<file path="src/rtl/mvm_pkg.sv">
// Shared definitions for the sparse MVM host sequencer: state encoding,
// host word kinds, default geometry and the watchdog limit.
package mvm_pkg;

  localparam int MAX_NNZ_D = 9;
  localparam int ROWS_D    = 3;
  localparam int VAL_W_D   = 8;
  localparam int IDX_W_D   = 2;
  localparam int WD_MAX_D  = 255;

  typedef enum logic [2:0] {
    ST_LOAD    = 3'd0,
    ST_START   = 3'd1,
    ST_SEND    = 3'd2,
    ST_GAP     = 3'd3,
    ST_DONE    = 3'd4,
    ST_TRAIN   = 3'd5,
    ST_COLLECT = 3'd6,
    ST_DRAIN   = 3'd7
  } state_t;

  typedef logic [1:0] kind_t;

  localparam kind_t KIND_ENTRY = 2'b00;
  localparam kind_t KIND_SPIKE = 2'b01;
  localparam kind_t KIND_GO    = 2'b10;

  // States in which the sequencer waits on the accelerator and the watchdog runs.
  function automatic logic is_wait_state(input state_t s);
    return (s == ST_SEND) || (s == ST_TRAIN) || (s == ST_COLLECT);
  endfunction

endpackage

</file>
<file path="src/rtl/csr_entry_buffer.sv">
// CSR entry storage: one write port, one asynchronous read port.
// Storage is not reset; validity is tracked by the sequencer's entry count.
module csr_entry_buffer #(
  parameter int DEPTH = 9,
  parameter int WIDTH = 12,
  parameter int AW    = 4
) (
  input  logic             clk,
  input  logic             i_we,
  input  logic [AW-1:0]    i_waddr,
  input  logic [WIDTH-1:0] i_wdata,
  input  logic [AW-1:0]    i_raddr,
  output logic [WIDTH-1:0] o_rdata
);

  logic [WIDTH-1:0] r_mem [DEPTH];

  // Write port; the caller guarantees i_waddr < DEPTH when i_we is high.
  always_ff @(posedge clk) begin
    if (i_we) r_mem[i_waddr] <= i_wdata;
  end

  // Read port returns zero for the one-past-end address the pointer can reach.
  always_comb begin
    o_rdata = '0;
    if (i_raddr < AW'(DEPTH)) o_rdata = r_mem[i_raddr];
  end

endmodule

</file>
<file path="src/rtl/mvm_sequencer.sv">
// Host-side controller for the sparse MVM accelerator: buffers CSR entries and
// a spike train, replays them over the fetch handshake, collects the results.
//
// state   | meaning
// LOAD    | accept host words (entries, spike train, GO)
// START   | acc_start pulse
// SEND    | wait for fetch_ready, then strobe buf[ptr]
// GAP     | one idle cycle between entry strobes
// DONE    | acc_done_list pulse
// TRAIN   | wait for fetch_ready, then strobe the spike train
// COLLECT | first result toggle = compute done, next ROWS toggles = results
// DRAIN   | hand results to the host one word at a time
module mvm_sequencer
  import mvm_pkg::*;
#(
  parameter int MAX_NNZ = MAX_NNZ_D,
  parameter int ROWS    = ROWS_D,
  parameter int VAL_W   = VAL_W_D,
  parameter int IDX_W   = IDX_W_D,
  parameter int WD_MAX  = WD_MAX_D
) (
  input  logic             clk,
  input  logic             rst_n,
  input  logic             host_valid,
  output logic             host_ready,
  input  logic [1:0]       host_kind,
  input  logic [IDX_W-1:0] host_row,
  input  logic [IDX_W-1:0] host_col,
  input  logic [VAL_W-1:0] host_data,
  output logic             res_valid,
  input  logic             res_ready,
  output logic [VAL_W-1:0] res_data,
  output logic [IDX_W-1:0] res_idx,
  output logic             busy,
  output logic             err,
  output logic             acc_rst,
  output logic             acc_start,
  output logic             acc_sending,
  output logic             acc_done_list,
  output logic [IDX_W-1:0] acc_row,
  output logic [IDX_W-1:0] acc_col,
  output logic [VAL_W-1:0] acc_value,
  input  logic             acc_fetch_ready,
  input  logic             acc_sending_out,
  input  logic [VAL_W-1:0] acc_output_val
);

  localparam int CW  = $clog2(MAX_NNZ + 1);
  localparam int KW  = $clog2(ROWS + 1);
  localparam int WDW = $clog2(WD_MAX + 1);
  localparam int EW  = 2 * IDX_W + VAL_W;

  state_t           r_state;
  state_t           w_next;
  logic [CW-1:0]    r_count;
  logic [CW-1:0]    r_ptr;
  logic [KW-1:0]    r_k;
  logic [ROWS-1:0]  r_spike;
  logic             r_err;
  logic             r_tog;
  logic             r_seen_first;
  logic [WDW-1:0]   r_wd;
  logic [VAL_W-1:0] r_res_buf [ROWS];

  logic             w_accept;
  logic             w_toggle;
  logic             w_wd_exp;
  logic             w_last_xfer;
  logic             w_capture;
  logic             w_buf_we;
  logic             w_start_nxt;
  logic             w_send_entry;
  logic             w_send_train;
  logic             w_done_nxt;
  logic [EW-1:0]    w_rd_entry;

  assign w_accept    = host_valid && (r_state == ST_LOAD);
  assign w_toggle    = acc_sending_out ^ r_tog;
  assign w_wd_exp    = is_wait_state(r_state) && (r_wd == WDW'(WD_MAX));
  assign w_last_xfer = (r_state == ST_DRAIN) && res_ready && (r_k == KW'(ROWS - 1));
  assign w_capture   = (r_state == ST_COLLECT) && w_toggle && r_seen_first && !w_wd_exp;
  assign w_buf_we    = w_accept && (host_kind == KIND_ENTRY) && (r_count < CW'(MAX_NNZ));
  assign err         = r_err;

  csr_entry_buffer #(
    .DEPTH (MAX_NNZ),
    .WIDTH (EW),
    .AW    (CW)
  ) u_buf (
    .clk     (clk),
    .i_we    (w_buf_we),
    .i_waddr (r_count),
    .i_wdata ({host_row, host_col, host_data}),
    .i_raddr (r_ptr),
    .o_rdata (w_rd_entry)
  );

  // State register.
  always_ff @(posedge clk) begin
    if (!rst_n) r_state <= ST_LOAD;
    else        r_state <= w_next;
  end

  // Next-state logic; watchdog expiry overrides any accelerator event.
  always_comb begin
    w_next = r_state;
    unique case (r_state)
      ST_LOAD:    if (w_accept && (host_kind == KIND_GO) && (r_count != '0)) w_next = ST_START;
      ST_START:   w_next = ST_SEND;
      ST_SEND:    if (w_wd_exp) w_next = ST_LOAD;
                  else if (acc_fetch_ready) w_next = ST_GAP;
      ST_GAP:     w_next = (r_ptr < r_count) ? ST_SEND : ST_DONE;
      ST_DONE:    w_next = ST_TRAIN;
      ST_TRAIN:   if (w_wd_exp) w_next = ST_LOAD;
                  else if (acc_fetch_ready) w_next = ST_COLLECT;
      ST_COLLECT: if (w_wd_exp) w_next = ST_LOAD;
                  else if (w_capture && (r_k == KW'(ROWS - 1))) w_next = ST_DRAIN;
      ST_DRAIN:   if (w_last_xfer) w_next = ST_LOAD;
      default:    w_next = ST_LOAD;
    endcase
  end

  // Output decode: accelerator strobes are computed from the transition and registered below.
  always_comb begin
    w_start_nxt  = (r_state == ST_LOAD)  && (w_next == ST_START);
    w_send_entry = (r_state == ST_SEND)  && (w_next == ST_GAP);
    w_send_train = (r_state == ST_TRAIN) && (w_next == ST_COLLECT);
    w_done_nxt   = (r_state == ST_GAP)   && (w_next == ST_DONE);
    host_ready   = (r_state == ST_LOAD);
    busy         = (r_state != ST_LOAD);
    res_valid    = (r_state == ST_DRAIN);
    res_data     = r_res_buf[r_k];
    res_idx      = IDX_W'(r_k);
  end

  // Datapath: counters, error flag, watchdog and registered accelerator outputs.
  always_ff @(posedge clk) begin
    r_tog <= acc_sending_out;
    if (!rst_n) begin
      r_count       <= '0;
      r_ptr         <= '0;
      r_k           <= '0;
      r_spike       <= '0;
      r_err         <= 1'b0;
      r_seen_first  <= 1'b0;
      r_wd          <= '0;
      acc_rst       <= 1'b1;
      acc_start     <= 1'b0;
      acc_sending   <= 1'b0;
      acc_done_list <= 1'b0;
      acc_row       <= '0;
      acc_col       <= '0;
      acc_value     <= '0;
    end else begin
      acc_rst       <= w_wd_exp;
      acc_start     <= w_start_nxt;
      acc_sending   <= w_send_entry || w_send_train;
      acc_done_list <= w_done_nxt;

      if (w_next != r_state)        r_wd <= '0;
      else if (is_wait_state(r_state)) r_wd <= r_wd + 1'b1;
      else                          r_wd <= '0;

      if (w_send_entry) begin
        {acc_row, acc_col, acc_value} <= w_rd_entry;
        r_ptr <= r_ptr + 1'b1;
      end
      if (w_send_train) begin
        acc_value    <= VAL_W'(r_spike);
        r_seen_first <= 1'b0;
      end

      if (w_accept) begin
        case (host_kind)
          KIND_ENTRY: if (r_count < CW'(MAX_NNZ)) r_count <= r_count + 1'b1;
                      else r_err <= 1'b1;
          KIND_SPIKE: r_spike <= host_data[ROWS-1:0];
          KIND_GO:    r_err <= (r_count == '0);
          default:    ;
        endcase
      end

      if ((r_state == ST_COLLECT) && w_toggle && !w_wd_exp && !r_seen_first) r_seen_first <= 1'b1;
      if (w_capture) r_k <= (r_k == KW'(ROWS - 1)) ? '0 : r_k + 1'b1;
      if ((r_state == ST_DRAIN) && res_ready) r_k <= r_k + 1'b1;

      if (w_last_xfer || w_wd_exp) begin
        r_count <= '0;
        r_ptr   <= '0;
        r_k     <= '0;
        r_spike <= '0;
      end
      if (w_wd_exp) r_err <= 1'b1;
    end
  end

  // Result capture; storage needs no reset since it is only read in DRAIN.
  always_ff @(posedge clk) begin
    if (w_capture) r_res_buf[r_k] <= acc_output_val;
  end

endmodule
</file>
<file path="config.mk">
export PLATFORM = sky130hd
export DESIGN_NAME = mvm_sequencer
export DESIGN_NICKNAME = d
export VERILOG_FILES = /design/src/rtl/mvm_pkg.sv /design/src/rtl/csr_entry_buffer.sv /design/src/rtl/mvm_sequencer.sv
export SDC_FILE = /design/constraint.sdc
export NUM_CORES = 1
export LEC_CHECK = 0
export CAP_MARGIN = 25
export CORE_UTILIZATION = 49
export CTS_CLUSTER_SIZE = 14
export DETAILED_ROUTE_END_ITERATION = 10
export DONT_BUFFER_PORTS = 1
export PLACE_DENSITY = 0.61
export RECOVER_POWER = 25
export SLEW_MARGIN = 20
export SYNTH_ARGS = -nofsm -noshare
export SYNTH_HDL_FRONTEND = slang
export SYNTH_SLANG_ARGS = --single-unit
export TNS_END_PERCENT = 10
</file>
<file path="constraint.sdc">
create_clock -name clk -period 3.8 [get_ports clk]
set_clock_uncertainty 0.2 [all_clocks]
set_input_delay 0.38 -clock clk [delete_from_list [all_inputs] [get_ports clk]]
set_output_delay 0.38 -clock clk [all_outputs]
set_load 0.01 [all_outputs]
</file>
==> results_dict.tcl <==
set metrics [dict create \
    yosys-top-cells-count "edfxtp_1, dfxtp_1, nand2_1" \
    worstPathRequired_ns 3.66 \
    status "complete, no violations" \
    antenna_left 0 \
    fin_crit_ns 2.943 \
    coreArea_sq_mm 0.01453 \
    synthDistinctLibCells 52 \
    power.clock.fraction_pct 44.5 \
    hold_viol_final 0 \
    avgSynthCellArea_sq_um 14.80 \
    ctsRootBufferMaster "clkbuf_16" \
    swShare_pct 21.44 \
    clk_latency_ns 0.42 \
    syn_area_sq_mm 0.007311 \
    ys_seq_area_share_pct 67.64 \
    cap_violations 0 \
    p_total_w 0.004028 \
    synth_edf_count 132 \
    synth_warnings 0 \
    drtIter0Drc 324 \
    crit_type "reg2reg" \
    grt_max_degree 26 \
    p_switching_w 0.0008635 \
    post-synth-top-count-cell "edfxtp_1" \
    num_vias 4141 \
    timing.final.crit_share_pct 77.45 \
    fillCellCount 1142 \
    grt_pass1_vias 4002 \
    clock-sinks 181 \
    start_util_pct 50.30 \
    routedWlPerCell_microns 21.42 \
    setup_viol 0 \
    io_buffers 0 \
    synth.largest_area_cell "edfxtp_1" \
    cts.clk_slew.worst_paths_ns 0.07 \
    synth_cells 494 \
    row_count 44 \
    io_pins 58 \
    comb_power_share_pct 2.5 \
    place_congestion 0.8406 \
    antenna_found_initial 1 \
    wirelength_mm 15.44 \
    synth_top_cell_area_share_pct 54.22 \
    power_leakage_nw 2.771 \
    area_growth_pct 14.44 \
    route.detailed.drc 0 \
    seqPwrFrac_pct 53.0 \
    die_area_sq_mm 0.01541 \
    rsz0062_at_grt "false" \
    ctsLongestPathBuffers 2 \
    cts_htree_levels 4 \
    synth_ff_type "edfxtp_1" \
    max_freq_ghz 0.3398 \
    min_path_type "in2reg" \
    numCtsBuffers 17 \
    synthArstFlopShare_pct 0 \
    ctsResizeCount 0 \
    grt_pass1_wl_mm 22.80 \
    vdd_drop_max_mv 0.2770 \
    place_hpwl_mm 10.53 \
    ys_seq_elements 181 \
    drv_slew 0 \
    tightest_slew_ns 0.9188 \
    synth_nets 532 \
    track_usage_pct 21.21 \
    drtPass1Iterations 4 \
    relSlewSlack_pct 38.66 \
    endpoint_kind "flip-flop" \
    cts_tree "yes" \
    power_density_mw_per_mm2 481.4 \
    drive_gt1_share_pct 15.30 \
    gr-total-overflow 0 \
    final_nets 561 \
    setup_slack_ns 0.8569 \
    worstSetupStartpointType "flip-flop" \
    die_h_microns 124.1 \
    pre_cts_slack_ns 0.8560 \
    drt-vias-per-instance 5.743 \
    internal_power_w 0.003165 \
    synthTopCellsByArea "edfxtp_1, dfxtp_1, mux4_2" \
    tns_ns 0 \
    whs_ns 0.02447 \
    crit_path_max_fanout 25 \
    critPathArrivalTime_ns 2.80 \
    die_w_microns 124.1 \
]
[what timing repair did]
item	CTS	global route
setup buffers	0	0
hold buffers	25	0
hold endpoints to repair	143	0
[cells by family after synthesis]
logic type,after synthesis,share of synthesized area [%]
muxes,53,11.50
adders and majority gates,10,1.711
AOI/OAI and AO/OA,60,5.768
buffers and inverters,34,1.934
DFF,181,67.64
xor gates and xnor gates,12,1.438
and+or+nand+nor,144,10.01
[through the flow]
step	instances	util, %	area [sq um]
after floorplan	494	-	7311
after global placement	662	51.58	7496
after detailed placement	662	51.58	7496
after CTS	719	57.49	8356
after global routing	721	57.57	8367
final	721	57.57	8367
[flip-flops by register name, indices dropped and copies added, names as in the netlist, 3 cells and up, named ones only]
register,count
r_state,3
r_count,4
r_spike,3
r_ptr,4
r_wd,8
u_buf.r_mem,108
r_res_buf,24
acc_value,8
[power by group through the flow]
stage                     sequential, W  combinational [W]  clock, W
after floorplan                 0.00217          0.0000467         0
after global placement          0.00218          0.0000568         0
after detailed placement        0.00218          0.0000575         0
after CTS                       0.00213           0.000104   0.00183
after global routing            0.00213           0.000112   0.00190
final                           0.00213           0.000102   0.00179
[layout make-up]
| type | instances | area (sq um) | share of cell area, % |
|---|---|---|---|
| flip-flops and latches | 181 | 4946 | 59.11 |
| inverters | 12 | 45.04 | 0.5384 |
| well taps | 184 | 230.2 | 2.752 |
| clock inverters | 15 | 183.9 | 2.198 |
| multi-input cells | 279 | 2231 | 26.66 |
| clock buffers | 17 | 425.4 | 5.084 |
| diodes | 1 | 2.502 | 0.02991 |
| repair buffers | 32 | 302.8 | 3.619 |
[final timing paths]
check / start / endpoint / slack [ns] / cells past startpoint
max: r_state[0] / u_buf.r_mem[5][6] / 0.86 / 4
min: host_kind[1] / r_count[1] / 0.02 / 4
max reg2reg: r_state[0] / u_buf.r_mem[5][6] / 0.86 / 4
min reg2reg: r_spike[1] / r_spike[1] / 0.29 / 2
[routing by layer]
metal / up-vias / track usage [%] / routed length (microns)
met1: 2096 / 30.21 / 7088
li1: 1936 / - / -
met5: - / 0 / 0
met4: 0 / 7.217 / 187
met2: 99 / 31.63 / 7219
met3: 10 / 5.403 / 947
[critical path, stage by stage (launching register included)]
cell	delay, ns
dfxtp_1	0.54
or4b_4	0.67
or2_1	0.29
nor3_2	0.30
and3_1	0.58
[layout by cell type (no fill, tap or decap), drive strengths merged, types with 3 or more instances in the layout]
master and count:
nand4 8, o211a 3, a31oi 7, dfxtp 49, a211oi 4, nand2b 3
dlygate4sd3 25, xnor2 5, nand2 42, nor2 36, nor3 7, and3 7
nand3b 5, inv 19, o21ai 18, ha 10, o22ai 3, nand3 16
buf 6, clkbuf 18, a41oi 3, mux2i 21, a21oi 11, mux2 8
or3 3, xor2 7, and2 4, mux4 24, edfxtp 132, clkinv 5
Power figures use the tool's default switching activity.
